### src/rtl/xor_stream_decrypter.sv
// xor_stream_decrypter: XORs ciphertext words with a 16-bit Fibonacci LFSR keystream behind a one-deep registered output stage; ports: clk, rst (async high), seed_load/seed, in_valid/in_data/in_ready, out_valid/out_data/out_ready, word_count, seeded
module xor_stream_decrypter #(
  parameter int WIDTH = 16,
  parameter int CNT_W = 8,
  parameter logic [WIDTH-1:0] DEF_SEED = 16'hACE1
) (
  input  logic             clk,
  input  logic             rst,
  input  logic             seed_load,
  input  logic [WIDTH-1:0] seed,
  input  logic             in_valid,
  input  logic [WIDTH-1:0] in_data,
  output logic             in_ready,
  output logic             out_valid,
  output logic [WIDTH-1:0] out_data,
  input  logic             out_ready,
  output logic [CNT_W-1:0] word_count,
  output logic             seeded
);
  typedef enum logic {IDLE, RUN} state_t;
  state_t state_q, state_d;
  logic [WIDTH-1:0] lfsr_q, lfsr_d, out_data_q, out_data_d;
  logic out_valid_q, out_valid_d;
  logic [CNT_W-1:0] cnt_q, cnt_d;
  logic accept, handoff, fb;
  assign seeded = state_q == RUN;
  assign in_ready = seeded & ~seed_load & (~out_valid_q | out_ready);
  assign accept = in_valid & in_ready;
  assign handoff = out_valid_q & out_ready;
  assign fb = lfsr_q[0] ^ lfsr_q[2] ^ lfsr_q[3] ^ lfsr_q[5];
  assign out_valid = out_valid_q;
  assign out_data = out_data_q;
  assign word_count = cnt_q;
  always_comb begin
    state_d = state_q;
    lfsr_d = lfsr_q;
    out_valid_d = out_valid_q;
    out_data_d = out_data_q;
    cnt_d = cnt_q;
    if (seed_load) begin
      state_d = RUN;
      lfsr_d = seed == '0 ? DEF_SEED : seed;
      out_valid_d = 1'b0;
      cnt_d = '0;
    end else begin
      if (accept) begin
        out_data_d = in_data ^ lfsr_q;
        lfsr_d = {fb, lfsr_q[WIDTH-1:1]};
        out_valid_d = 1'b1;
      end else if (handoff) begin
        out_valid_d = 1'b0;
      end
      if (handoff) cnt_d = cnt_q + 1'b1;
    end
  end
  always_ff @(posedge clk or posedge rst) begin
    if (rst) begin
      state_q <= IDLE;
      lfsr_q <= '0;
      out_valid_q <= 1'b0;
      out_data_q <= '0;
      cnt_q <= '0;
    end else begin
      state_q <= state_d;
      lfsr_q <= lfsr_d;
      out_valid_q <= out_valid_d;
      out_data_q <= out_data_d;
      cnt_q <= cnt_d;
    end
  end
endmodule

### config.mk
export PLATFORM = sky130hd
export DESIGN_NAME = xor_stream_decrypter
export DESIGN_NICKNAME = d
export VERILOG_FILES = /design/src/rtl/xor_stream_decrypter.sv
export SDC_FILE = /design/constraint.sdc
export NUM_CORES = 1
export LEC_CHECK = 0
export ABC_AREA = 1
export CORE_ASPECT_RATIO = 0.75
export CORE_MARGIN = 5
export CORE_UTILIZATION = 51
export CTS_CLUSTER_SIZE = 30
export DETAILED_ROUTE_END_ITERATION = 7
export HOLD_SLACK_MARGIN = 0.03
export PLACE_DENSITY = 0.85
export SYNTH_ARGS = -nofsm -noshare
export SYNTH_HDL_FRONTEND = slang
export SYNTH_SLANG_ARGS = --single-unit
### constraint.sdc
create_clock -name clk -period 3 [get_ports clk]
set_clock_uncertainty 0.2 [all_clocks]
set_input_delay 0.45 -clock clk [delete_from_list [all_inputs] [get_ports clk]]
set_output_delay 0.45 -clock clk [all_outputs]
set_load 0.02 [all_outputs]
# Word level (Yosys, flattened, before mapping)
# Index checks and enable logic that the tools add are counted.
# totals
regBits,42
in_bits,37
out_inout_bits,27
word_cells,30
# classes
add_sub_neg,1
n_mux,8
bitwise_logic,11
n_reduce_logical,5
# op_table
cell,count
$mux W16,3
$logic_not A16 Y1,1
$mux W8,2
$xor A16 B16 Y16,1
$add A8 B1 Y8 const B,1
$and A1 B1 Y1,4
$reduce_bool A2 Y1,2
$mux W1,3
$reduce_bool A3 Y1,1
$xor A1 B1 Y1,3
$not A1 Y1,2
$reduce_and A2 Y1,1
$or A1 B1 Y1,1

# Longest topological paths before layout
# depth
depth_word,6
mapped_depth,9
mapped_depth_nobuf,7

# Worst setup path after synthesis
# Ideal clock, no wire load.
# synth_timing
path_kind,input-to-output
from,input port seed_load
to,output port in_ready
arrival_ps,1158
t_required_ps,2350
path_slack_ps,1192
stages,4
path_buffers,2
cell_sequence,buf_2 inv_2 buf_4 and3_1
# synth_via
elab_chain_len,3
# synth_rtl
item,line_no,rtl
from (decl),9,"input logic seed_load,"
$not A1 Y1 (no line),n/a,
$and A1 B1 Y1 (2 in series),27,assign in_ready = seeded & ~seed_load & (~out_valid_q | out_ready);
to (decl),13,"output logic in_ready,"
# No other way between the ends.

# Worst setup path after layout
# layout_timing
from,input port out_ready
to,output port in_ready
# layout_via
elab_chain_len,2
# layout_rtl
item,line_no,rtl
from (decl),16,"input logic out_ready,"
$or A1 B1 Y1,27,
$and A1 B1 Y1,27,
# No other way between the ends.

==> run metrics <==
post-synth top area share 0.4833; FP Rows 20; Primary FF master, synth sky130_fd_sc_hd__dfrtp_1; longest individual stage delay on the worst path ~0.60 ns; Initial Util 0.5331; via count normalized by instance count around 4.9; wire length of the first global-routing pass 8583 um; gr ovfl total 0; number of warnings reported in the yosys synthesis log 0; most numerous cell in the Yosys netlist sky130_fd_sc_hd__nand2_1; HPWL after detailed placement just under 4000 um; RD Place Congestion ~0.82; biggest area consumer among synthesized cells sky130_fd_sc_hd__dfrtp_1; count of final setup violators 0; cells along the critical path clkdlybuf4s50_1 -> inv_2 -> nand2_2 -> and3_1 -> clkdlybuf4s50_1; Tot Pwr between 1 and 1.5 mW; wire per inst 12.91 um; Die H 66.55 um; worst-path cell with the longest stage delay sky130_fd_sc_hd__clkdlybuf4s50_1; number of register bits inferred by synthesis between 40 and 50; post-synthesis net count slightly above 300; r2r startpoint seeded$_DFFE_PP0P_; final non-filler cell total roughly 400; Period minus WS final about 2.5 ns; Worst Hold Margin roughly 0.29 ns; count of input and output buffers 63; required arrival time at the worst endpoint 2.35 ns; cell count after synthesis roughly 270; highest fanout seen on the critical path 3; synthesized area per cell 7.995 um2; Tcrit/Tclk final 0.8217; number of synthesized flops with an enable pin 0; floorplan die area 5683 um2; hold endpoint out_data[6]$_DFFE_PP0P_; total number of vias just under 2000; Crit Path Class in -> out; top achievable clock speed 405.7 MHz; Final Hold Fails 0; cts bufs inserted 5; Area growth syn-to-layout 34.70%; global routing usage summed across all routing layers 0.1899; Post-DP Area 2838 um2; Register-to-Register Setup Slack 1.18 ns; Peak VDD IR between 0.0003 and 0.0004 V; H-tree level count 2; DP Worst Slack approximately 0.53 ns; CTS tree yes; fraction of layout cells with a size suffix above 1 0.07396; number of cells on the worst hold path 2; Post-Layout Inst Area 2929 um2; final-layout setup total negative slack 0 ns; sequential area share after synthesis 0.4833; antenna violations before repair 0; post-synthesis cell area between 2000 and 2500 um2; worst-margin pin slew about 0.53 ns; post-CTS setup-driven buffer insertion count 0; first drt pass iteration count 4; most frequent cells after synthesis sky130_fd_sc_hd__nand2_1, sky130_fd_sc_hd__dfrtp_1, sky130_fd_sc_hd__inv_1, sky130_fd_sc_hd__nor2_1, sky130_fd_sc_hd__o21ai_0; data arrival time of the critical path 1.82 ns; Final ANT Viol Nets 0; number of sinks driven by the clock tree 42; cell with the most instances on the worst path sky130_fd_sc_hd__clkdlybuf4s50_1; count of buffering cells on the critical path with inverters included 3; Max transition margin 0.6493; final core occ 0.7181; largest buffer count on any clock path 2; count of max-cap constraint violations 0; leakage dissipation about 1.4 nW; hold path startpoint out_data[6]$_DFFE_PP0P_; count of inserted antenna diode cells 0; unrepaired setup endpoints after global routing false; final setup margin around 0.53 ns; Hold Crit Class reg -> reg; Die Span X around 85 um; status completed; fill cell instance count of the final layout 333; worst flop-to-flop path endpoint out_data[4]$_DFFE_PP0P_; clk_lat worst skew roughly 0.28 ns; CTS resizes 0; number of max-slew violations in the final report 0; area of the core region roughly 4100 um2; crit end category primary output; IO Pins 64; post-synthesis async set-or-reset flop share 1.000; cell family with most CP delay buffers and inverters; DRC marker count from the first detailed-route iteration 97; Power Density approximately 510 nW/um2; clock root buffer master sky130_fd_sc_hd__clkbuf_8; launching element type of the critical path input pin; top cells by area, synth sky130_fd_sc_hd__dfrtp_1, sky130_fd_sc_hd__nand2_1, sky130_fd_sc_hd__xnor2_1; count of placed standard cells including taps between 300 and 400; final net count between 300 and 400; number of buffers added to fix hold violations after cts 0; clock transition at the registers of the reported paths ~0.07 ns; total wire length after detailed routing about 5000 um; number of cells traversed by the worst register-to-register path 5; number of design rule violations left after detail routing 0; count of cell types in the netlist 29; largest net degree at the start of global routing 43; number of global-route vias before repair about 1800
flip-flops by register name, indices dropped and copies added, names as in the netlist:
signal and count:
seeded 1, word_count 8, out_data 16, out_valid 1
lfsr_q 16
kinds of logic (layout without fill, tap and decap cells):
family                     Yosys count  count (layout)  synth area share
DFF                                 42              42            0.4833
adders and majority gates            1               1          0.005753
buffers and inverters               34             100           0.07480
xor gates and xnor gates            17              17           0.06847
AOI/OAI and AO/OA                   28              28           0.07192
and+or+nand+nor                    150             150            0.2957
cells in the final DEF (no fill, tap or decap):
master,netlist,layout
sky130_fd_sc_hd__nand2_1,99,99
sky130_fd_sc_hd__clkdlybuf4s50_1,0,63
sky130_fd_sc_hd__dfrtp_1,42,42
sky130_fd_sc_hd__inv_1,21,20
sky130_fd_sc_hd__nor2_1,19,19
sky130_fd_sc_hd__o21ai_0,18,18
sky130_fd_sc_hd__nand3_1,17,17
sky130_fd_sc_hd__xnor2_1,16,16
sky130_fd_sc_hd__clkbuf_8,0,6
sky130_fd_sc_hd__nand2_2,5,5
sky130_fd_sc_hd__buf_4,2,4
sky130_fd_sc_hd__inv_2,3,3
sky130_fd_sc_hd__o211ai_1,3,3
sky130_fd_sc_hd__a21oi_1,3,3
sky130_fd_sc_hd__nand4_1,3,3
sky130_fd_sc_hd__nand3_2,2,2
sky130_fd_sc_hd__o21bai_1,2,2
sky130_fd_sc_hd__nor2_2,1,1
sky130_fd_sc_hd__nand2_8,1,1
sky130_fd_sc_hd__inv_4,1,1
sky130_fd_sc_hd__xor2_1,1,1
sky130_fd_sc_hd__nor3_1,1,1
sky130_fd_sc_hd__o21ai_1,1,1
sky130_fd_sc_hd__and3_1,1,1
sky130_fd_sc_hd__clkinv_1,0,1
sky130_fd_sc_hd__nand3b_1,1,1
sky130_fd_sc_hd__o21ai_2,1,1
sky130_fd_sc_hd__ha_1,1,1
sky130_fd_sc_hd__clkinv_2,0,1
sky130_fd_sc_hd__clkbuf_1,1,1
routing by layer:
metal	share of wire	GRT usage	up-vias
met1	0.45	0.2559	871
met2	0.47	0.3140	67
met3	0.070	0.03956	6
met4	0.011	0.04743	0
met5	0	0	-
li1	-	-	982
how the worst max path moves through the flow:
stage | from | endpoint | depth (start not counted)
floorplan | seed_load | in_ready | 4
global placement | out_ready | in_ready | 5
detailed placement | out_ready | in_ready | 5
CTS | out_ready | in_ready | 5
global route | out_ready | in_ready | 5
finish | out_ready | in_ready | 5
power by group:
group	internal (mW)	switching, mW	total (mW)
Combinational	0.205	0.203	0.408
Sequential	0.643	0.0617	0.704
Clock	0.186	0.182	0.368
Total	1.03	0.447	1.48
worst reg2reg max path, stage by stage, from the launching register on:
cell and delay (ns):
sky130_fd_sc_hd__dfrtp_1 0.37, sky130_fd_sc_hd__inv_1 0.07, sky130_fd_sc_hd__nor2_2 0.09, sky130_fd_sc_hd__nand3_2 0.39, sky130_fd_sc_hd__buf_4 0.37, sky130_fd_sc_hd__o21ai_0 0.24
layout make-up:
class                      count  area, um2  share of cell area
inverter                      25      96.34             0.03289
clock buffer                   7      86.33             0.02947
clock inverter                 1      5.005            0.001709
multi-input combinational    196      960.9              0.3281
timing repair buffer          67      660.6              0.2255
sequential                    42       1051              0.3588
tap                           55      68.82             0.02349
(Power assumes the default switching activity.)
